[src/rtl/decode_sequencer.sv]
// ---------------------------------------------------------------------------
// DecodeSequencer (module decode_sequencer)
//
// Multi-cycle micro-sequencer that sits beside the decode stage. It turns a
// CALL/INT into a series of return-address stack pushes and a RET/RTI into a
// series of pops, one DATA_W-wide stack word per cycle. After the words it
// flushes the younger instructions for FLUSH_CYCLES cycles and then returns to
// idle. ADDR_W must be a whole multiple of DATA_W.
//
// Ports:
//   clk_i          rising-edge clock
//   rst_i          synchronous active-high reset
//   call_req_i     decoded CALL, held by decode until seq_accept_o
//   ret_req_i      decoded RET, held until seq_accept_o
//   rti_req_i      decoded RTI, held until seq_accept_o
//   int_req_i      external interrupt pulse, latched internally
//   hold_i         hazard-unit stall, freezes the sequencer
//   seq_accept_o   a request is consumed this cycle (combinational)
//   int_ack_o      the latched interrupt is taken this cycle (combinational)
//   stall_out_o    freeze fetch/decode while a sequence is in flight
//   push_o         push one stack word this cycle
//   pop_o          pop one stack word this cycle
//   word_idx_o     word being moved: PC word k (0 = least significant),
//                  PCW selects the flags word
//   is_int_o       current sequence is INT/RTI (selects the flags path)
//   flush_o        flush younger instructions
//   done_o         last cycle of the sequence
// ---------------------------------------------------------------------------
module decode_sequencer #(
    parameter int ADDR_W       = 32,
    parameter int DATA_W       = 16,
    parameter int SAVE_FLAGS   = 1,
    parameter int FLUSH_CYCLES = 1,
    localparam int PCW = ADDR_W / DATA_W,
    localparam int NW  = PCW + SAVE_FLAGS,
    localparam int IW  = $clog2(NW + 1)
) (
    input  logic          clk_i,
    input  logic          rst_i,
    input  logic          call_req_i,
    input  logic          ret_req_i,
    input  logic          rti_req_i,
    input  logic          int_req_i,
    input  logic          hold_i,
    output logic          seq_accept_o,
    output logic          int_ack_o,
    output logic          stall_out_o,
    output logic          push_o,
    output logic          pop_o,
    output logic [IW-1:0] word_idx_o,
    output logic          is_int_o,
    output logic          flush_o,
    output logic          done_o
);

    // One counter walks the stack words and is then reused for the flush
    // cycles, so it has to be wide enough for whichever phase is longer.
    localparam int MAXC = (NW > FLUSH_CYCLES) ? NW : FLUSH_CYCLES;
    localparam int CW   = $clog2(MAXC + 1);

    typedef enum logic [1:0] {
        IDLE,
        PUSH,
        POP,
        FLUSH
    } state_t;

    state_t          state_q, state_d;
    logic [CW-1:0]   cnt_q, cnt_d;
    logic            is_int_q, is_int_d;
    logic            int_pend_q, int_pend_d;

    logic            intPending;
    logic [CW-1:0]   lastWord;
    logic [IW-1:0]   pushIdx;
    logic [IW-1:0]   popIdx;

    // State register. The interrupt latch keeps collecting pulses even while
    // hold is asserted, so it is updated every cycle outside reset; all other
    // state only moves when the next-state logic decides so.
    always_ff @(posedge clk_i) begin
        if (rst_i) begin
            state_q    <= IDLE;
            cnt_q      <= '0;
            is_int_q   <= 1'b0;
            int_pend_q <= 1'b0;
        end else begin
            state_q    <= state_d;
            cnt_q      <= cnt_d;
            is_int_q   <= is_int_d;
            int_pend_q <= int_pend_d;
        end
    end

    // Next-state and output logic. A pulse arriving this very cycle counts as
    // pending, so an interrupt can be acknowledged on the cycle it shows up.
    // Pushes go from the most significant PC word down to word 0 and finish
    // with the flags word; pops run in the exact reverse order so the stack
    // unwinds cleanly. While hold is high every action strobe is suppressed
    // and state/counter stay put, but the stall keeps following the state.
    always_comb begin
        state_d      = state_q;
        cnt_d        = cnt_q;
        is_int_d     = is_int_q;
        seq_accept_o = 1'b0;
        int_ack_o    = 1'b0;
        push_o       = 1'b0;
        pop_o        = 1'b0;
        word_idx_o   = '0;
        flush_o      = 1'b0;
        done_o       = 1'b0;
        stall_out_o  = (state_q != IDLE);
        is_int_o     = is_int_q;

        intPending = int_pend_q | int_req_i;
        lastWord   = is_int_q ? CW'(NW - 1) : CW'(PCW - 1);

        if (int'(cnt_q) < PCW) begin
            pushIdx = IW'(PCW - 1 - int'(cnt_q));
        end else begin
            pushIdx = IW'(PCW);
        end

        if (is_int_q && (SAVE_FLAGS != 0)) begin
            popIdx = (cnt_q == '0) ? IW'(PCW) : IW'(int'(cnt_q) - 1);
        end else begin
            popIdx = IW'(int'(cnt_q));
        end

        case (state_q)
            IDLE: begin
                if (!hold_i && !rst_i) begin
                    cnt_d = '0;
                    if (intPending) begin
                        seq_accept_o = 1'b1;
                        int_ack_o    = 1'b1;
                        is_int_d     = 1'b1;
                        state_d      = PUSH;
                    end else if (call_req_i) begin
                        seq_accept_o = 1'b1;
                        is_int_d     = 1'b0;
                        state_d      = PUSH;
                    end else if (rti_req_i) begin
                        seq_accept_o = 1'b1;
                        is_int_d     = 1'b1;
                        state_d      = POP;
                    end else if (ret_req_i) begin
                        seq_accept_o = 1'b1;
                        is_int_d     = 1'b0;
                        state_d      = POP;
                    end
                end
            end
            PUSH, POP: begin
                if (!hold_i) begin
                    if (state_q == PUSH) begin
                        push_o     = 1'b1;
                        word_idx_o = pushIdx;
                    end else begin
                        pop_o      = 1'b1;
                        word_idx_o = popIdx;
                    end
                    if (cnt_q == lastWord) begin
                        state_d = FLUSH;
                        cnt_d   = '0;
                    end else begin
                        cnt_d = cnt_q + CW'(1);
                    end
                end
            end
            FLUSH: begin
                if (!hold_i) begin
                    flush_o = 1'b1;
                    if (cnt_q == CW'(FLUSH_CYCLES - 1)) begin
                        done_o   = 1'b1;
                        state_d  = IDLE;
                        cnt_d    = '0;
                        is_int_d = 1'b0;
                    end else begin
                        cnt_d = cnt_q + CW'(1);
                    end
                end
            end
            default: begin
                state_d = IDLE;
                cnt_d   = '0;
            end
        endcase

        // Repeat pulses merge into the one pending interrupt; only taking it
        // clears the latch.
        int_pend_d = intPending & ~int_ack_o;
    end

endmodule
[config.mk]
export PLATFORM = sky130hd
export DESIGN_NAME = decode_sequencer
export DESIGN_NICKNAME = d
export VERILOG_FILES = /design/src/rtl/decode_sequencer.sv
export SDC_FILE = /design/constraint.sdc
export NUM_CORES = 1
export LEC_CHECK = 0
export ABC_CLOCK_PERIOD_IN_PS = 2100
export CAP_MARGIN = 5
export CORE_AREA = 2 2 39 41
export DETAILED_ROUTE_END_ITERATION = 10
export DIE_AREA = 0 0 41 43
export PLACE_DENSITY = 0.74
export SLEW_MARGIN = 20
export SYNTH_ARGS = -nofsm -noshare
export SYNTH_HDL_FRONTEND = slang
export SYNTH_SLANG_ARGS = --single-unit
[constraint.sdc]
create_clock -name clk_i -period 2.1 [get_ports clk_i]
set_input_delay 0.21 -clock clk_i [delete_from_list [all_inputs] [get_ports clk_i]]
set_output_delay 0.21 -clock clk_i [all_outputs]
set_load 0.02 [all_outputs]
== Yosys cells after proc, flatten, opt, wreduce, memory -nomap -nowiden ==
Index checks and enable logic that the tools add are counted.

* Output and inout port bits: 10
* Word-level logic and storage cells: 83
* Input bits: 7
* Register bits after elaboration: 6

* Bitwise operators: 3
* Multiplexer cells: 51
* Reduce and logical (&&, ||, !) cells: 11
* Equal/unequal tests: 10
* $lt $le $gt $ge: 1
* Add/subtract/negate cells: 3

{| class="wikitable"
|+ Operators by type and width
! cell !! number
|-
| 2-bit 2-to-1 mux || 21
|-
| 1-bit 2-to-1 mux || 27
|-
| 2-bit one-hot mux with 3 select lines || 2
|-
| 2-bit != test (second input constant) || 5
|-
| 6-bit AND reduction || 1
|-
| 5-bit != test (second input constant) || 1
|-
| 5-bit AND reduction || 1
|-
| 2-bit equality test (second input constant) || 2
|-
| 2-bit logical NOT || 2
|-
| 2-bit nonzero test || 2
|-
| 3-bit AND reduction || 1
|-
| 2-bit by 1-bit adder with 2-bit output (second input constant) || 1
|-
| 2-bit by 1-bit equality test with 1-bit output (second input constant) || 1
|-
| 2-bit equality test || 1
|-
| 1-bit logical NOT || 2
|-
| 2-bit < comparator (second input constant) || 1
|-
| 1-bit one-hot mux with 2 select lines || 1
|-
| 2-bit OR reduction || 1
|-
| 1-bit by 2-bit subtractor with 2-bit output (first input constant) || 1
|-
| 2-bit by 1-bit subtractor with 2-bit output (second input constant) || 1
|-
| 1-bit bitwise AND || 1
|-
| 1-bit logical AND || 1
|-
| 1-bit NOT || 1
|-
| 1-bit bitwise OR || 1
|}

== Logic depth before layout (Yosys ltp) ==
* Depth in word-level cells: 6
* Depth in mapped cells: 7
* Depth with buffers taken out: 6

== Worst setup path before layout ==
Ideal clock, no wire load.

* Kind: register -> register
* Start: register state_q[0]
* End: register state_q[1]
* Stages on the path, launching flop included: 7
* Clock period less this slack: 1883 ps
* Arrival: 1788 ps
* Path buffers: 1
* Path slack: 217 ps
* Cell sequence: dfxtp_1 -> inv_1 -> ha_1 -> clkbuf_1 -> a221oi_2 -> or3b_1 -> a221oi_1

* Cells in the longest elaborated chain, start to end: 4

{| class="wikitable"
|+ Ends and longest elaborated chain
! item !! line !! RTL
|-
| start: declaration || 68 || <nowiki>state_t state_q, state_d;</nowiki>
|-
| start signal: assignment || 88 || <nowiki>state_q <= state_d;</nowiki>
|-
| 2-bit by 1-bit equality test with 1-bit output / 2-bit equality test (equally long branches) || 130 || <nowiki>case (state_q)</nowiki>
|-
| 2-bit OR reduction || 130 ||
|-
| 2-bit != test (no source line) || n/a ||
|-
| 6-bit AND reduction (no source line) || n/a ||
|}

Several ways; a longest one is shown, not always the timed one.
A chain may end at the register's enable or synchronous reset.

== Worst setup path after layout ==
* Start: register state_q[0]
* End: output stall_out_o

* Cells in the longest elaborated chain, start to end: 1

{| class="wikitable"
|+ Ends and longest elaborated chain
! item !! line !! RTL
|-
| 2-bit nonzero test || 112 || <nowiki>stall_out_o = (state_q != IDLE);</nowiki>
|-
| end: declaration || 47 || <nowiki>output logic stall_out_o,</nowiki>
|}

Every way passes these cells.

==> impl_metrics.toml <==
[cells_and_area]
final_core_util = 0.5660
fin_nets = 106
final_cells = 107
areaGrowthSynthToFinish_pct = 36.68
layout-drive-gt1-share = 0.1209
diodes = 0

[placement]
dp_slack_ns = 0.04192
port_buffers = 16
dp_hpwl_um = 974.9
finalWeightedCongestion = 0.8252
place_inst = 104

[die]
die_w_um = 41
fp.dieArea_mm2 = 0.001763
initial_core_util = 0.4141
io-pin-count = 17
die_h_um = 43
fp-row-count = 14
core-area_mm2 = 0.001384

[clock_tree]
cts-root-buf = "clkbuf_4"
cts_buffer_depth = 2
cts_tree = "done"
clkLatencyLatePin_ns = 0.25
clock_sinks = 6
cts_buffers = 3
htreeDepth = 1
clkTransAtPathRegs_ns = 0.05

[worst_hold_path]
min_path_type = "reg -> reg"
hp-start = "state_q[0]$_SDFFE_PP0P_"

[setup_path]
crit_type = "reg -> out"
arrival_ns = 1.75
r2r_start = "state_q[0]$_SDFFE_PP0P_"
crit_chain = "inv_1 -> ha_2 -> buf_4 -> inv_1 -> clkdlybuf4s50_1"
crit_fanout = 9
cp.required_ns = 1.89
end_kind = "primary output"
crit_top_cell = "inv_1"
cp-start-kind = "flop"
cp-startpoint = "state_q[0]$_SDFFE_PP0P_"
cp_slowest_stage_delay_ns = 0.59
critPathSlowestCell = "clkdlybuf4s50_1"

[yosys]
syn_area_per_cell_um2 = 7.959
synth_area_um2 = 573.1
ys_seq_elements = 6
yosys_warnings = 0
synth.distinct_cells = 28
syn_nets = 85
synth-seq-area-share = 0.2096
synth_cells = 72

[sta]
fin_crit_ns = 1.962
min_period_over_period = 0.9343
setup_slack_ns = 0.1379
fin_skew_ns = 0.006906
rsz0062_at_grt = "no"
max_slew_margin = 0.6953
slew_violations = 0
fin_setup_tns_ns = 0
max_freq_mhz = 509.7
hold_viol_final = 0
worst-slew-pin-transition_ns = 0.4536
setup_viol = 0

[grt]
grt_antenna_before_repair = 0
grt_pass1_vias = 510
grt_pass1_wl_um = 2152
grt_max_degree = 10
grt_util_all_layers = 0.1821
grt_overflow = 0

[routing]
ant_nets = 0
first_pass_iters = 4
wire_per_inst_um = 11.73
vias = 572
viasPerCell = 5.346
wl_um = 1255
drc_errors = 0
first_iter_violations = 9

[run]
cap_violations = 0

[power_and_ir_drop]
p_leak_nw = 0.3313
peakVddDrop_mv = 0.7247
total_power_uw = 887.1
p_per_area_mw_per_mm2 = 1133

[status]
outcome = "complete, no violations"
-- what timing repair did --
| item | in CTS | in global routing |
|---|---|---|
| setup buffers | 0 | 0 |
| hold buffers | 0 | 0 |
| setup endpoints to repair | 3 | 0 |
| gates resized for setup | 4 | 0 |
-- flip-flops by register name, summed over array words and instances (netlist names) --
register    count
cnt_q           2
int_pend_q      1
state_q         2
is_int_o        1
-- synthesized netlist by cell type, drive strengths merged --
| library cell | n | share of area |
|---|---|---|
| and3 | 1 | 0.011 |
| inv | 5 | 0.033 |
| clkbuf | 2 | 0.013 |
| nand2 | 3 | 0.020 |
| a32o | 1 | 0.017 |
| and2b | 2 | 0.026 |
| a21oi | 5 | 0.044 |
| ha | 6 | 0.13 |
| nor2 | 10 | 0.066 |
| o21a | 2 | 0.026 |
| and2 | 1 | 0.011 |
| o311ai | 2 | 0.031 |
| a211o | 2 | 0.031 |
| a2111o | 1 | 0.020 |
| buf | 3 | 0.037 |
| a221oi | 2 | 0.041 |
| nor2b | 2 | 0.022 |
| nor3 | 1 | 0.0087 |
| o211ai | 1 | 0.013 |
| mux2i | 3 | 0.052 |
| o21ai | 1 | 0.0087 |
| nand2b | 5 | 0.055 |
| a211oi | 3 | 0.039 |
| dfxtp | 6 | 0.21 |
| o221a | 1 | 0.020 |
| or3b | 1 | 0.015 |
-- cell usage in the layout (no fill, tap or decap), types with 2 or more instances in the layout --
cell type,n
clkdlybuf4s50_1,13
nor2_1,10
dfxtp_1,6
inv_1,5
nand2b_1,5
a21oi_1,5
ha_1,5
buf_4,5
mux2i_1,3
nand2_1,3
a211oi_1,3
clkbuf_4,3
dlygate4sd2_1,3
and2b_1,2
nor2b_1,2
a211o_1,2
o21a_1,2
o311ai_0,2
-- per-layer routing --
metal,track usage,wire length [µm],vias up
met2,0.2563,582,25
met5,0,0,-
met4,0.1200,17,0
li1,-,-,301
met1,0.2330,579,242
met3,0.04712,75,4
-- worst max-delay path, delay by kind of cell (launching register included) --
kind / cells / cell delay, ns
adders and majority gates: 1 / 0.22
buffers and inverters: 4 / 0.88
DFF: 1 / 0.40
-- final cells by class --
class / instances / area [µm²]
Fill cell: 137 / 600.6
Sequential cell: 6 / 120.1
Tap cell: 16 / 20.02
Clock buffer: 3 / 22.52
Timing Repair Buffer: 21 / 193.9
Multi-Input combinational cell: 56 / 407.9
Inverter: 5 / 18.77
-- per-stage QoR --
step | hold WS, ns | area [µm²]
finish | 0.5465 | 783.3
global route | 0.5843 | 783.3
CTS | 0.5501 | 783.3
detailed placement | 0.5393 | 762.0
global placement | 0.5300 | 762.0
floorplan | 0.4630 | 573.1
-- path summary, 6_finish.rpt --
check,slack (ns),endpoint,cells after the start
worst min-delay path,0.55,state_q[0]$_SDFFE_PP0P_,2
worst max register to register,0.18,state_q[1]$_SDFFE_PP0P_,5
worst min register to register,0.55,state_q[0]$_SDFFE_PP0P_,2
worst max-delay path,0.14,stall_out_o,5
-- kinds of logic (layout without fill, tap and decap cells) --
family / Yosys count / after routing / synth area share
buffers and inverters: 10 / 29 / 0.08298
muxes: 3 / 3 / 0.05240
AOI/OAI and AO/OA: 21 / 21 / 0.2904
and+or+nand+nor: 26 / 26 / 0.2336
DFF: 6 / 6 / 0.2096
adders and majority gates: 6 / 6 / 0.1310
-- power by group --
part           switching (mW)  internal, mW  total [mW]
sequential             0.0274         0.141       0.169
combinational           0.313         0.295       0.609
clock                  0.0449        0.0649       0.110
(Power assumes the default switching activity.)
